--- config.mk ---
export PLATFORM = sky130hd
export DESIGN_NAME = simon_engine
export DESIGN_NICKNAME = d
export VERILOG_FILES = /design/src/rtl/simon_engine.sv
export SDC_FILE = /design/constraint.sdc
export NUM_CORES = 1
export LEC_CHECK = 0
export CAP_MARGIN = 20
export CORE_MARGIN = 2
export CORE_UTILIZATION = 56
export DETAILED_ROUTE_END_ITERATION = 6
export PLACE_DENSITY_LB_ADDON = 0.1
export REMOVE_ABC_BUFFERS = 1
export SLEW_MARGIN = 20
export SYNTH_ARGS = -nofsm -noshare
export SYNTH_HDL_FRONTEND = slang
export SYNTH_SLANG_ARGS = --single-unit
--- constraint.sdc ---
create_clock -name clk -period 5 [get_ports clk]
set_input_delay 1.5 -clock clk [delete_from_list [all_inputs] [get_ports clk]]
set_output_delay 1.5 -clock clk [all_outputs]
set_load 0.02 [all_outputs]
--- src/rtl/simon_engine.sv ---
// -----------------------------------------------------------------------------
// simon_engine
//   Parametrised SIMON block-cipher engine (any word size / key words / round
//   count / z-sequence). Keeps the expanded round-key store between requests
//   so a key can be reused, and retires UNROLL rounds per clock.
//
//   States:
//     state  | meaning
//     -------+--------------------------------------------------------------
//     IDLE   | waiting for a request, in_ready high
//     KEYEXP | expanding one round key per cycle, words M..T-1
//     RUN    | applying UNROLL rounds per cycle
//     HOLD   | result presented on out_*, waiting for out_ready
//
//   Parameters: N word bits, M key words (2..4), T rounds, ZI z-sequence index,
//               UNROLL rounds per cycle (T % UNROLL == 0).
//
//   Ports:
//     clk, R                    clock, synchronous active-high reset
//     in_valid/in_ready         request handshake
//     in_data [2N]              {x, y}
//     in_key  [M*N]             key words, k0 in the LSBs
//     in_key_new, in_dec        reload key / decrypt request
//     in_tag  [8]               opaque tag returned with the result
//     out_valid/out_ready       result handshake
//     out_data, out_tag, out_dec result, its tag and mode
//     key_valid                 round-key store holds a fully expanded key
//
//   Build option: SIMON_DECRYPT_EN enables the decrypt path; without it in_dec
//   is ignored and every request encrypts.
// -----------------------------------------------------------------------------
module simon_engine #(
    parameter int N      = 16,
    parameter int M      = 4,
    parameter int T      = 32,
    parameter int ZI     = 0,
    parameter int UNROLL = 1
) (
    input  logic             clk,
    input  logic             R,
    input  logic             in_valid,
    output logic             in_ready,
    input  logic [2*N-1:0]   in_data,
    input  logic [M*N-1:0]   in_key,
    input  logic             in_key_new,
    input  logic             in_dec,
    input  logic [7:0]       in_tag,
    output logic             out_valid,
    input  logic             out_ready,
    output logic [2*N-1:0]   out_data,
    output logic [7:0]       out_tag,
    output logic             out_dec,
    output logic             key_valid
);

    localparam int CW = $clog2(T + 1);
    localparam int KW = (T > 1) ? $clog2(T) : 1;

    // z-sequences stored bit-reversed so that bit j is z[j].
    localparam logic [61:0] Z0 = 62'b01100111000011010100100010111110110011100001101010010001011111;
    localparam logic [61:0] Z1 = 62'b01011010000110010011111011100010101101000011001001111101110001;
    localparam logic [61:0] Z2 = 62'b11001101101001111110001000010100011001001011000000111011110101;
    localparam logic [61:0] Z3 = 62'b11110000101100111001010001001000000111101001100011010111011011;
    localparam logic [61:0] Z4 = 62'b11110111001001010011000011101000000100011011010110011110001011;
    localparam logic [61:0] Z_SEL = (ZI == 0) ? Z0 :
                                    (ZI == 1) ? Z1 :
                                    (ZI == 2) ? Z2 :
                                    (ZI == 3) ? Z3 : Z4;

    typedef enum logic [1:0] {
        IDLE   = 2'd0,
        KEYEXP = 2'd1,
        RUN    = 2'd2,
        HOLD   = 2'd3
    } state_t;

    state_t state, state_nx;

    logic [N-1:0]  store [T];
    logic [CW-1:0] kidx;
    logic [CW-1:0] rnd;
    logic [5:0]    zidx;
    logic [N-1:0]  x_q, y_q;
    logic [7:0]    tag_q;
    logic          dec_q;
    logic          dec_in;
    logic          accept;
    logic          load_key;
    logic          kexp_last;
    logic          run_last;
    logic [N-1:0]  k_new;
    logic [N-1:0]  rx_fin, ry_fin;

    function automatic logic [N-1:0] rotl(input logic [N-1:0] v, input int s);
        return (v << s) | (v >> (N - s));
    endfunction

    function automatic logic [N-1:0] rotr(input logic [N-1:0] v, input int s);
        return (v >> s) | (v << (N - s));
    endfunction

`ifdef SIMON_DECRYPT_EN
    assign dec_in = in_dec;
`else
    logic unused_dec;
    assign unused_dec = in_dec;
    assign dec_in     = 1'b0;
`endif

    assign in_ready  = (state == IDLE) && !R;
    assign out_valid = (state == HOLD);
    assign accept    = in_valid && in_ready;
    assign load_key  = in_key_new || !key_valid;
    assign kexp_last = (kidx == CW'(T - 1));
    assign run_last  = (rnd == CW'(T - UNROLL));

    // Next key word from the words already in the store.
    always_comb begin
        logic [N-1:0] tmp;
        tmp = rotr(store[KW'(kidx - CW'(1))], 3);
        if (M == 4) begin
            tmp = tmp ^ store[KW'(kidx - CW'(3))];
        end
        tmp   = tmp ^ rotr(tmp, 1);
        k_new = ~store[KW'(kidx - CW'(M))] ^ tmp ^ N'(Z_SEL[zidx]) ^ N'(3);
    end

    // UNROLL chained rounds; decrypt walks the key store backwards.
    always_comb begin
        logic [N-1:0] cx, cy, rk;
        int           ki;
        cx = x_q;
        cy = y_q;
        rk = '0;
        ki = 0;
        for (int u = 0; u < UNROLL; u++) begin
            ki = int'(rnd) + u;
            if (dec_q) begin
                ki = T - 1 - ki;
            end
            rk = store[KW'(ki)];
            {cx, cy} = {cy ^ (rotl(cx, 1) & rotl(cx, 8)) ^ rotl(cx, 2) ^ rk, cx};
        end
        rx_fin = cx;
        ry_fin = cy;
    end

    always_ff @(posedge clk) begin
        if (R) begin
            state <= IDLE;
        end else begin
            state <= state_nx;
        end
    end

    always_comb begin
        state_nx = state;
        unique case (state)
            IDLE: begin
                if (in_valid) begin
                    state_nx = load_key ? KEYEXP : RUN;
                end
            end
            KEYEXP: begin
                if (kexp_last) begin
                    state_nx = RUN;
                end
            end
            RUN: begin
                if (run_last) begin
                    state_nx = HOLD;
                end
            end
            HOLD: begin
                if (out_ready) begin
                    state_nx = IDLE;
                end
            end
            default: state_nx = IDLE;
        endcase
    end

    always_ff @(posedge clk) begin
        if (R) begin
            key_valid <= 1'b0;
            out_data  <= '0;
            out_tag   <= '0;
            out_dec   <= 1'b0;
            x_q       <= '0;
            y_q       <= '0;
            tag_q     <= '0;
            dec_q     <= 1'b0;
            kidx      <= '0;
            rnd       <= '0;
            zidx      <= '0;
        end else begin
            unique case (state)
                IDLE: begin
                    if (accept) begin
                        tag_q <= in_tag;
                        dec_q <= dec_in;
                        rnd   <= '0;
                        kidx  <= CW'(M);
                        zidx  <= '0;
                        // Decrypt enters with the halves swapped.
                        if (dec_in) begin
                            x_q <= in_data[N-1:0];
                            y_q <= in_data[2*N-1:N];
                        end else begin
                            x_q <= in_data[2*N-1:N];
                            y_q <= in_data[N-1:0];
                        end
                        if (load_key) begin
                            key_valid <= 1'b0;
                        end
                    end
                end
                KEYEXP: begin
                    kidx <= kidx + CW'(1);
                    zidx <= (zidx == 6'd61) ? 6'd0 : zidx + 6'd1;
                    if (kexp_last) begin
                        key_valid <= 1'b1;
                    end
                end
                RUN: begin
                    x_q <= rx_fin;
                    y_q <= ry_fin;
                    rnd <= rnd + CW'(UNROLL);
                    if (run_last) begin
                        out_data <= dec_q ? {ry_fin, rx_fin} : {rx_fin, ry_fin};
                        out_tag  <= tag_q;
                        out_dec  <= dec_q;
                    end
                end
                default: ;
            endcase
        end
    end

    // Key store carries no reset; key_valid alone says whether it is usable.
    always_ff @(posedge clk) begin
        if (accept && load_key) begin
            for (int i = 0; i < M; i++) begin
                store[KW'(i)] <= in_key[i*N +: N];
            end
        end else if (state == KEYEXP) begin
            store[KW'(kidx)] <= k_new;
        end
    end

endmodule

==> impl_metrics.tcl <==
set metrics [dict create \
    status "finished clean" \
    slew_violations 0 \
    num_vias 25900 \
    path_buf_inv 4 \
    finalHoldViolations 0 \
    insertion_delay_ps 630 \
    crit_end "store[10][2]" \
    fin_crit_sh_pct 96.3 \
    worstPathCellList "buf_4 -> nor4_1 -> nor2_2 -> buf_4 -> nand2_1 -> a311oi_1 -> xor2_1 -> buf_4 -> xnor2_2 -> buf_4" \
    cpPeakStageDelay_ps 730 \
    die-area_um2 69800 \
    min_period_ps 4810 \
    cp_max_fo 47 \
    cellLeakagePower_nw 13.3 \
    fin_tns_setup_ps 0 \
    synth_top_area_share_pct 40.6 \
    endpoint_kind "flop" \
    coreArea_um2 67000 \
    synthesis.area_um2 37900 \
    yosys.area.top_type "edfxtp_1" \
    area_growth_pct 14.8 \
    nFillCells 4667 \
    maxCapViolCount 0 \
    cts_buffers 71 \
    routed_wl_um 123000 \
    grt_pass1_vias 25200 \
    rsz0062_at_grt "no" \
    synthArstFlopShare_pct 0 \
    pwr_density_cell_nw_per_um2 795 \
    antenna_left 0 \
    row_count 95 \
    initial_core_util_pct 56.5 \
    fin_skew_ps 32.7 \
    final_util_pct 64.9 \
    drive_above_1_share_pct 39.4 \
    path_common_cell "buf_4" \
    crit_required_ps 5440 \
    cts_tree "done" \
    clockBufferDepth 3 \
    nNetsFinal 2591 \
    numPortBuffers 151 \
    worst_hold_path.num_cells 2 \
    netlist_instances 2295 \
    reg2reg_to "store[10][2]" \
    post_cts_buffers 0 \
    seq_area_um2 17500 \
    synth_area_leaders "edfxtp_1 (41%), mux4_2 (35%), dfxtp_1 (5.7%), mux2_2 (2.2%), xnor2_1 (2.0%)" \
    yosys_most_used_dff "edfxtp_1" \
    routabilityCongestion 0.918 \
    setup_violations 0 \
    final_area_um2 43500 \
    synth_area_per_cell_um2 16.5 \
    grt_pass1_wl_um 176000 \
    first_pass_iters 5 \
    worstSetupPathType "flop to flop" \
    r2r_cells 10 \
    grt_usage_pct 35.4 \
    dp_hpwl_um 78600 \
    ios 154 \
    timing.rr.start "kidx[1]" \
    clk_pin_slew_ps 60 \
    synth_cell_types 60 \
    grt_start_max_net_pins 124 \
    cpLargestDelayFamily "buffers and inverters" \
    worst_setup_path_start_kind "flop" \
    final_cell_mix "mux4_2 (597), edfxtp_1 (512), nand2_1 (162)" \
    hold_path_class "flop to flop" \
    antenna_found_initial 3 \
    gr-total-overflow 0 \
    rrSetupSlack_ps 190 \
    h-tree-depth 3 \
    synth_edf_count 512 \
    cts_resized 0 \
    hold_buffers 0 \
    num_antenna_cells 0 \
    die_h_um 264 \
    multi_input_area_um2 19700 \
    wire_per_inst_um 36.1 \
    maxSlewHeadroom_pct 20.8 \
    clock.fmax_ghz 0.208 \
    critPathSlowestCell "nor2_2" \
    postPlaceCellArea_um2 41300 \
    drt_iter0_markers 3784 \
    cp.depth 10 \
    worst_pin_slew_ps 1180 \
    layout_commonest_cell "mux4_2" \
    ys_seq_elements 619 \
    arrival_ps 5260 \
    seq_area_frac_synth_pct 46.2 \
    startpoint "kidx[1]" \
    ir_worst_vdd_uv 1170 \
    viasPerCell 7.63 \
    root_buffer "clkbuf_16" \
    die_x_um 264 \
    drc 0 \
    clkSinkCount 619 \
    yosysWarnings 0 \
]
## Yosys cell counts, types with 17 or more instances
cell type	instances
nand3_1	22
dfxtp_1	107
mux4_2	597
o21ai_0	28
a21oi_1	76
mux2_2	75
edfxtp_1	512
inv_1	17
a211oi_1	42
buf_2	60
nand2_1	163
xnor2_1	88
nor2_1	87
mux2i_1	74
xor2_1	20
clkbuf_1	94
buf_4	28
o22ai_1	18
buf_1	18
## per-stage QoR
step | cells | setup slack (ps) | hold WS [ps] | power, mW
2_1_floorplan | 2092 | -21350 | 426 | 22.2
3_3_place_gp | 3265 | 427 | 441 | 28.7
3_5_place_dp | 3265 | 373 | 442 | 29.4
4_1_cts | 3393 | 349 | 454 | 34.5
5_1_grt | 3393 | 59.7 | 472 | 35.9
6_report | 3393 | 185 | 452 | 34.6
## cell type report
type	instances	area share, %
Multi-Input combinational cell	1456	45.2
Sequential cell	619	40.3
Timing Repair Buffer	300	6.61
Clock buffer	95	4.68
Tap cell	873	2.51
Clock inverter	33	0.523
Inverter	17	0.147
## power by group
part | internal, mW | switching [mW]
Clock | 2.97 | 2.14
Combinational | 6.25 | 11.0
Sequential | 11.8 | 0.442
Total | 21.0 | 13.6
## sequential cells by signal, summed over array words and instances, names as in the netlist, named ones only
signal / count
tag_q: 8
key_valid: 1
store: 512
ry_fin: 16
out_tag: 8
y_q: 16
out_data: 32
rnd: 6
zidx: 6
kidx: 6
state: 2
## cell families after synthesis
family / after synthesis / share of synthesized area (%)
other cells: 1 / 0.00989
mux: 751 / 40.0
compound gates: 223 / 3.74
flops: 619 / 46.2
buf+inv: 220 / 2.71
simple gates: 354 / 4.13
fa+ha+maj: 16 / 0.528
xor+xnor: 111 / 2.67
## how the worst min path moves through the flow
stage | endpoint | slack [ps] | startpoint
2_1_floorplan | out_tag[0] | 430 | tag_q[0]
3_3_place_gp | out_tag[6] | 440 | tag_q[6]
3_5_place_dp | out_tag[5] | 440 | tag_q[5]
4_1_cts | out_data[10] | 450 | out_data[10]
5_1_grt | out_data[14] | 470 | out_data[14]
6_report | out_data[10] | 450 | out_data[10]
## worst min-delay path, cell delays in order (launching register included)
cell	delay (ps)
dfxtp_1	300
nand2_1	50
a21oi_1	50
## per-layer routing
metal | up-vias | routed length (um) | GRT usage [%]
li1 | 10100 | - | -
met1 | 13200 | 41500 | 46.5
met2 | 2209 | 56700 | 54.0
met3 | 387 | 17400 | 11.4
met4 | 8 | 6790 | 17.4
met5 | - | 50 | 0
Note: power is estimated with default switching activity, not from simulation.
